## src/rtl/spi_key_loader.sv

```systemverilog
// spi_key_loader
//   Deserialises a chip-select-framed SPI bit stream into NUM_KEYS round keys
//   of KEY_W bits each, for the encryption core's round-key inputs.
//   Keys may be delivered in one frame or spread across several frames. Each
//   completed key is committed straight into its slot of key_bus.
//
//   Optional build macro: SPI_KEY_PARITY_EN
//     Each key is followed by one even-parity bit. A key is committed only if
//     the key bits and the parity bit XOR to 0. A failed check sets the sticky
//     parity_err output instead of committing.
//
// Ports
//   spi_clk    : sole clock, rising edge
//   reset      : async, active-high reset
//   spi_cs_n   : frame select, active low
//   spi_data   : serial data, sampled on the rising edge
//   key_clr    : sync clear pulse; restarts loading at key 0 (key_bus kept)
//   key_bus    : flattened keys, key k at [k*KEY_W +: KEY_W]
//   key_valid  : per-key committed flags
//   key_wr     : one-cycle pulse in the cycle after each commit edge
//   key_idx    : slot currently being filled (saturates at NUM_KEYS-1)
//   load_done  : all keys committed
//   frame_err  : sticky, cs_n rose with a key partially received
//   parity_err : sticky, parity check failed (SPI_KEY_PARITY_EN only)
//   overrun    : sticky, bit received after load_done
module spi_key_loader #(
  parameter int KEY_W     = 48,
  parameter int NUM_KEYS  = 16,
  parameter int MSB_FIRST = 1,
  parameter int IDX_W     = $clog2(NUM_KEYS)
) (
  input  logic                      spi_clk,
  input  logic                      reset,
  input  logic                      spi_cs_n,
  input  logic                      spi_data,
  input  logic                      key_clr,
  output logic [NUM_KEYS*KEY_W-1:0] key_bus,
  output logic [NUM_KEYS-1:0]       key_valid,
  output logic                      key_wr,
  output logic [IDX_W-1:0]          key_idx,
  output logic                      load_done,
  output logic                      frame_err,
`ifdef SPI_KEY_PARITY_EN
  output logic                      parity_err,
`endif
  output logic                      overrun
);

`ifdef SPI_KEY_PARITY_EN
  localparam int SLOT_W = KEY_W + 1;
`else
  localparam int SLOT_W = KEY_W;
`endif
  localparam int CNT_W = $clog2(SLOT_W + 1);

  typedef enum logic [1:0] {IDLE, SHIFT, FULL} state_t;

  state_t                         state_q, state_d;
  logic [NUM_KEYS-1:0][KEY_W-1:0] keys_q, keys_d;
  logic [NUM_KEYS-1:0]            valid_q, valid_d;
  logic [KEY_W-1:0]               sr_q, sr_d;
  logic [CNT_W-1:0]               bit_cnt_q, bit_cnt_d;
  logic [IDX_W-1:0]               idx_q, idx_d;
  logic                           key_wr_q, key_wr_d;
  logic                           ferr_q, ferr_d;
  logic                           ovr_q, ovr_d;
  logic                           perr_q, perr_d;

  logic [KEY_W-1:0] shifted, word;
  logic             last_bit, key_bit, par_ok;

  always_comb begin
    if (MSB_FIRST != 0) shifted = {sr_q[KEY_W-2:0], spi_data};
    else                shifted = {spi_data, sr_q[KEY_W-1:1]};
    last_bit = (bit_cnt_q == CNT_W'(SLOT_W - 1));
`ifdef SPI_KEY_PARITY_EN
    // Last slot bit is the parity bit: it is checked, never shifted in.
    key_bit = !last_bit;
    word    = sr_q;
    par_ok  = ~(^sr_q ^ spi_data);
`else
    // The completing bit goes straight to the slot along with the rest.
    key_bit = 1'b1;
    word    = shifted;
    par_ok  = 1'b1;
`endif
  end

  always_comb begin
    state_d   = state_q;
    keys_d    = keys_q;
    valid_d   = valid_q;
    sr_d      = sr_q;
    bit_cnt_d = bit_cnt_q;
    idx_d     = idx_q;
    key_wr_d  = 1'b0;
    ferr_d    = ferr_q;
    ovr_d     = ovr_q;
    perr_d    = perr_q;

    if (key_clr) begin
      // Clear takes priority over any coincident bit or commit.
      valid_d   = '0;
      idx_d     = '0;
      bit_cnt_d = '0;
      sr_d      = '0;
      ferr_d    = 1'b0;
      ovr_d     = 1'b0;
      perr_d    = 1'b0;
      state_d   = spi_cs_n ? IDLE : SHIFT;
    end else if (state_q == FULL) begin
      if (!spi_cs_n) ovr_d = 1'b1;
    end else if (spi_cs_n) begin
      // Frame ended: drop partial bits; a partial key is a framing error.
      if (bit_cnt_q != '0) ferr_d = 1'b1;
      bit_cnt_d = '0;
      sr_d      = '0;
      state_d   = IDLE;
    end else begin
      // Bit sampled with cs_n low is accepted, including on the IDLE exit edge.
      state_d = SHIFT;
      if (key_bit) sr_d = shifted;
      if (last_bit) begin
        bit_cnt_d = '0;
        sr_d      = '0;
        if (par_ok) begin
          keys_d[idx_q]  = word;
          valid_d[idx_q] = 1'b1;
          key_wr_d       = 1'b1;
          if (idx_q == IDX_W'(NUM_KEYS - 1)) state_d = FULL;
          else                               idx_d   = idx_q + IDX_W'(1);
        end else begin
          perr_d = 1'b1;
        end
      end else begin
        bit_cnt_d = bit_cnt_q + CNT_W'(1);
      end
    end
  end

  always_ff @(posedge spi_clk or posedge reset) begin
    if (reset) begin
      state_q   <= IDLE;
      keys_q    <= '0;
      valid_q   <= '0;
      sr_q      <= '0;
      bit_cnt_q <= '0;
      idx_q     <= '0;
      key_wr_q  <= 1'b0;
      ferr_q    <= 1'b0;
      ovr_q     <= 1'b0;
      perr_q    <= 1'b0;
    end else begin
      state_q   <= state_d;
      keys_q    <= keys_d;
      valid_q   <= valid_d;
      sr_q      <= sr_d;
      bit_cnt_q <= bit_cnt_d;
      idx_q     <= idx_d;
      key_wr_q  <= key_wr_d;
      ferr_q    <= ferr_d;
      ovr_q     <= ovr_d;
      perr_q    <= perr_d;
    end
  end

  assign key_bus   = keys_q;
  assign key_valid = valid_q;
  assign key_wr    = key_wr_q;
  assign key_idx   = idx_q;
  assign load_done = (state_q == FULL);
  assign frame_err = ferr_q;
  assign overrun   = ovr_q;
`ifdef SPI_KEY_PARITY_EN
  assign parity_err = perr_q;
`else
  logic unused_perr;
  assign unused_perr = perr_q;
`endif

endmodule

```

## config.mk

```make
export PLATFORM = sky130hd
export DESIGN_NAME = spi_key_loader
export DESIGN_NICKNAME = d
export VERILOG_FILES = /design/src/rtl/spi_key_loader.sv
export SDC_FILE = /design/constraint.sdc
export NUM_CORES = 1
export LEC_CHECK = 0
export ABC_AREA = 1
export BUFFER_PORTS_ARGS = -buffer_cell sky130_fd_sc_hd__buf_2
export CAP_MARGIN = 10
export CORE_AREA = 10 10 306 308
export CTS_BUF_LIST = sky130_fd_sc_hd__clkbuf_4 sky130_fd_sc_hd__clkbuf_8 sky130_fd_sc_hd__clkbuf_16
export CTS_CLUSTER_DIAMETER = 80
export CTS_CLUSTER_SIZE = 28
export DETAILED_ROUTE_END_ITERATION = 8
export DIE_AREA = 0 0 316 318
export PLACE_DENSITY_LB_ADDON = 0.05
export SYNTH_ARGS = -nofsm -noshare
export SYNTH_HDL_FRONTEND = slang
export SYNTH_SLANG_ARGS = --single-unit
export TNS_END_PERCENT = 5
```

## constraint.sdc

```tcl
create_clock -name spi_clk -period 32.8 [get_ports spi_clk]
set_input_delay 6.56 -clock spi_clk [delete_from_list [all_inputs] [get_ports spi_clk]]
set_output_delay 6.56 -clock spi_clk [all_outputs]
set_load 0.005 [all_outputs]
```

== Word level (Yosys, flattened, before mapping) ==
Index checks and enable logic that the tools add are counted.

* Word-level logic and storage cells: 88
* Register bits: 846

* $lt $le $gt $ge: 2
* Muxes and demuxes: 39
* Bitwise gates (word level): 4
* Equality and inequality tests: 6
* Reduce and logical (&&, ||, !) cells: 11
* $add $sub $neg: 2

{| class="wikitable"
|+ Operator list
! cell !! number
|-
| $bwmux 768 || 1
|-
| $demux 48 s4 || 1
|-
| $mux 47 || 4
|-
| $mux 16 || 4
|-
| $mux 48 || 1
|-
| $mux 6 || 4
|-
| $mux 4 || 5
|-
| $or 16x16->16 || 1
|-
| $mux 1 || 13
|-
| $mux 2 || 5
|-
| $reduce_and 4->1 || 2
|-
| $reduce_bool 2->1 || 4
|-
| $add 6x1->6 const B || 1
|-
| $eq 6x6->1 const B || 1
|-
| $reduce_and 3->1 || 2
|-
| $reduce_bool 6->1 || 1
|-
| $lt 4x5->1 const B || 1
|-
| $add 4x1->4 const B || 1
|-
| $demux 1 s4 || 1
|-
| $eq 4x4->1 const B || 1
|-
| $ge 4x1->1 const B || 1
|-
| $ne 2x2->1 const B || 2
|-
| $not 1->1 || 3
|-
| $eq 2x2->1 const B || 1
|-
| other kinds (3) || 3
|}

== Depth between registers and ports, before layout ==
* Depth in word-level cells: 9
* Depth in mapped cells: 10
* Gate-level depth less buffers: 7

== Worst setup path after synthesis ==
Ideal clock, no wire load.

* Kind: input to register
* From: in spi_cs_n
* To: reg keys_q (netlist bit key_bus[297])
* Setup slack: 24.948 ns
* Arrival: 7.719 ns
* Stages: 9
* Library setup time: 0.133 ns
* Required time: 32.667 ns
* Cell sequence: inv_1 > nand2_1 > nor2_4 > buf_4 > nand3_2 > buf_2 > buf_2 > nand2_1 > o21ai_0

* Cells in the longest elaborated chain, start to end: 2

{| class="wikitable"
|+ Ends and longest elaborated chain
! element !! RTL line !! text
|-
| start: declaration || 34 || <nowiki>input logic spi_cs_n,</nowiki>
|-
| $not 1->1 (no source line) || -- ||
|-
| $reduce_and 4->1 (no source line) || -- ||
|-
| end signal: assignment || 155 || <nowiki>keys_q <= keys_d;</nowiki>
|-
| end: declaration || 59 || <nowiki>logic [NUM_KEYS-1:0][KEY_W-1:0] keys_q, keys_d;</nowiki>
|}

No other way between the ends.
A chain may end at the register's enable or synchronous reset.

== Worst setup path in the final report ==
* From: in key_clr
* To: reg keys_q (netlist bit key_bus[23])

* Cells in the longest elaborated chain, start to end: 2

{| class="wikitable"
|+ Ends and longest elaborated chain
! element !! RTL line !! text
|-
| start: declaration || 36 || <nowiki>input logic key_clr,</nowiki>
|-
| $not 1->1 (no source line) || -- ||
|-
| $reduce_and 4->1 (no source line) || -- ||
|}

No other way between the ends.

==> summary.md <==
| Metric | Value |
|---|---|
| Pwr per Cell Area | 48.0 mW/mm² |
| Pins Over Slew Limit | 0 |
| Core Region | slightly below 0.09 mm² |
| Root Buffer | clkbuf_16 |
| Chip width | about 320 µm |
| Clock Sinks | 846 |
| Final min period | 9.25 ns |
| Worst Hold Slack | 0.486 ns |
| Library cells used by synthesis | 25 |
| Synth Instances | 2938 |
| Ant. Diodes | 0 |
| Worst Tran Pin Value | ~1.1 ns |
| Global route total overflow | 0 |
| Setup crit end kind | register |
| TritonCTS Buffers | 45 |
| Yosys reg bits | 846 |
| Clk slew on worst S/H paths | 0.10 ns |
| Die area | 0.100 mm² |
| Max VDD drop | 0.0000429 V |
| Number of DRC markers in iteration 0 | 2200 |
| Synth top area share | 0.697 |
| Post-CTS Hold Buffers | 0 |
| Detailed Routing Iterations Pass 1 | 8 |
| RSZ-0062 raised after global routing | false |
| Row count | about 110 |
| Max-cap violation count | 0 |
| DP HPWL | slightly above 80 mm |
| CP arrival | 9.75 ns |
| CTS tree | done |
| CTS resizes | 0 |
| Via density | 4.87 |
| Die Span Y | 318 µm |
| I/O Buffers | 796 |
| Tot GR Track Use | 0.230 |
| CP required | 33.30 ns |
| Max Clock Skew | 0.0322 ns |
| Critical path class | in -> reg |
| Slew margin rel. | 0.251 |
| Number of post-CTS setup repair buffers | 0 |
| Max clock buf depth | 3 |
| DR DRC count | 0 |
| Final nets | 3595 |
| Final RePlAce weighted congestion | approximately 0.81 |
| Final Non-Filler Cells | 4784 |
| H-tree levels | 2 |
| Setup TNS | 0 ns |
| Outcome | finished clean |
| Initial Util | 0.346 |
| Initial antenna violation count | 1 |
| Endpoints failing hold | 0 |
| FILL cells | between 8000 and 9000 |
| Area grow syn2layout | 21.1% |
| P_leak | about 19 nW |
| Yosys warnings | 0 |
| HP Class | reg -> reg |
| Final WL | about 120 mm |
| Synth top area cells | dfrtp_1 (70%), o21ai_0 (13%), nand2_1 (11%) |
| Setup-failing EPs final | 0 |
| Final Total Pwr | 1.77 mW |
| Leading area contributor after synthesis | dfrtp_1 |
| Max FO, Critical Path | 97 |
| Total number of vias | 23306 |
| Post-synthesis sequential area ratio | 0.697 |
| Cells after DPL | approximately 4700 |
| Largest net degree at the start of global routing | 167 |
| I/O pin total | 797 |
| Wire per inst | between 20 and 25 µm |
| Fmax | 108 MHz |
| Vias in the first global route | 22957 |
| First-pass GRT wire length | 172 mm |
| Crit start category | input port |
| Final Cycle Share | 0.282 |
| Synth Cell Area | 0.0304 mm² |
| Worst-Skew Late Latency | 0.63 ns |
| Syn_nets | 2949 |
| Share of cells above drive strength 1 | 0.256 |
| Number of nets with antenna violations after routing | 0 |
| Average size of a mapped cell | 10.3 µm² |
[flip-flops by register name, summed over array words and instances (netlist names)]
signal,cells
bit_cnt_q,6
frame_err,1
key_bus,768
key_idx,4
key_valid,16
key_wr,1
overrun,1
sr_q,47
state_q,2
[final timing paths]
check	startpoint	end	slack (ns)	cells past startpoint
worst max-delay path	key_clr	key_bus[23]	23.55	6
worst min-delay path	key_bus[191]	key_bus[191]	0.49	2
worst max register to register	state_q[1]	key_bus[23]	29.73	5
worst min register to register	key_bus[191]	key_bus[191]	0.49	2
max in group asynchronous	reset	key_bus[150]	23.77	5
min in group asynchronous	reset	key_bus[750]	6.12	2
[Yosys cell counts]
| library cell | instances |
|---|---|
| ha_1 | 6 |
| nor3_1 | 2 |
| a21oi_1 | 6 |
| nand2_1 | 880 |
| clkinv_1 | 1 |
| nand3b_1 | 1 |
| inv_1 | 77 |
| buf_6 | 8 |
| xor2_1 | 1 |
| buf_4 | 1 |
| dfrtp_1 | 846 |
| o21ai_0 | 784 |
| inv_2 | 1 |
| clkbuf_1 | 144 |
| buf_2 | 69 |
| buf_1 | 2 |
| o31ai_1 | 1 |
| nor2_1 | 34 |
| nand3_2 | 6 |
| a22o_1 | 1 |
| nand4_1 | 1 |
| nor2_4 | 2 |
| o21ai_1 | 37 |
| nand3_4 | 1 |
| nand3_1 | 26 |
[area by class of cell]
cell class | count | area (µm²) | share of cell area
Multi-Input combinational cell | 1789 | 8080 | 0.220
Clock buffer | 50 | 1200 | 0.0326
Tap cell | 1165 | 1460 | 0.0396
Inverter | 79 | 304 | 0.00826
Sequential cell | 846 | 21200 | 0.575
Timing Repair Buffer | 823 | 4200 | 0.114
Clock inverter | 32 | 390 | 0.0106
[logic make-up after synthesis]
family | share of synthesized area
AOI/OAI and AO/OA | 0.137
xor gates and xnor gates | 0.000288
adders and majority gates | 0.00247
buffers and inverters | 0.0424
DFF | 0.697
and+or+nand+nor | 0.121
[layout by cell type, fill, tap and decap left out]
| cell | Yosys | routed |
|---|---|---|
| clkinv_1 | 1 | 1 |
| clkinv_8 | 0 | 5 |
| inv_1 | 77 | 76 |
| nand3b_1 | 1 | 1 |
| nor2_1 | 34 | 34 |
| buf_4 | 1 | 26 |
| buf_2 | 69 | 796 |
| clkbuf_16 | 0 | 47 |
| nor2_4 | 2 | 2 |
| a22o_1 | 1 | 1 |
| bufinv_16 | 0 | 2 |
| a21oi_1 | 6 | 6 |
| nand4_1 | 1 | 1 |
| nand2_1 | 880 | 880 |
| clkbuf_4 | 0 | 3 |
| nand3_4 | 1 | 16 |
| inv_16 | 0 | 2 |
| inv_12 | 0 | 1 |
| inv_6 | 0 | 5 |
| inv_2 | 1 | 1 |
| o31ai_1 | 1 | 1 |
| clkinv_4 | 0 | 1 |
| clkinvlp_4 | 0 | 4 |
| dfrtp_1 | 846 | 846 |
| o21ai_1 | 37 | 37 |
| buf_12 | 0 | 1 |
| nand3_1 | 26 | 17 |
| nor3_1 | 2 | 2 |
| clkinv_2 | 0 | 4 |
| xor2_1 | 1 | 1 |
| ha_1 | 6 | 6 |
| inv_8 | 0 | 9 |
| o21ai_0 | 784 | 784 |
[worst max-delay path: stages]
cell and delay [ns]:
buf_2 0.19, inv_2 0.31, nand2_1 0.22, nor2_4 0.83, nand3_4 0.93, o21ai_0 0.52
[where the power goes]
group | internal, mW | switching, mW | leakage, nW
logic | 0.00323 | 0.0291 | 6.51
registers | 1.04 | 0.00138 | 11.8
clock network | 0.300 | 0.391 | 0.774
total | 1.35 | 0.422 | 19.1
[stage by stage]
stage / setup WS (ns) / instance area, µm² / util
after floorplan: 2.47 / 30400 / -
after detailed placement: 22.92 / 35200 / 0.402
final: 23.55 / 36800 / 0.420
after global placement: 23.00 / 35200 / 0.402
after global routing: 23.18 / 36800 / 0.420
after CTS: 23.60 / 36800 / 0.420
[layer usage]
layer,track usage,vias up,wire length [µm]
li1,-,10812,-
met1,0.270,11537,45100
met2,0.400,815,60000
met3,0.0599,142,9000
met4,0.0784,0,4390
met5,0,-,0
Note: power is estimated with default switching activity, not from simulation.
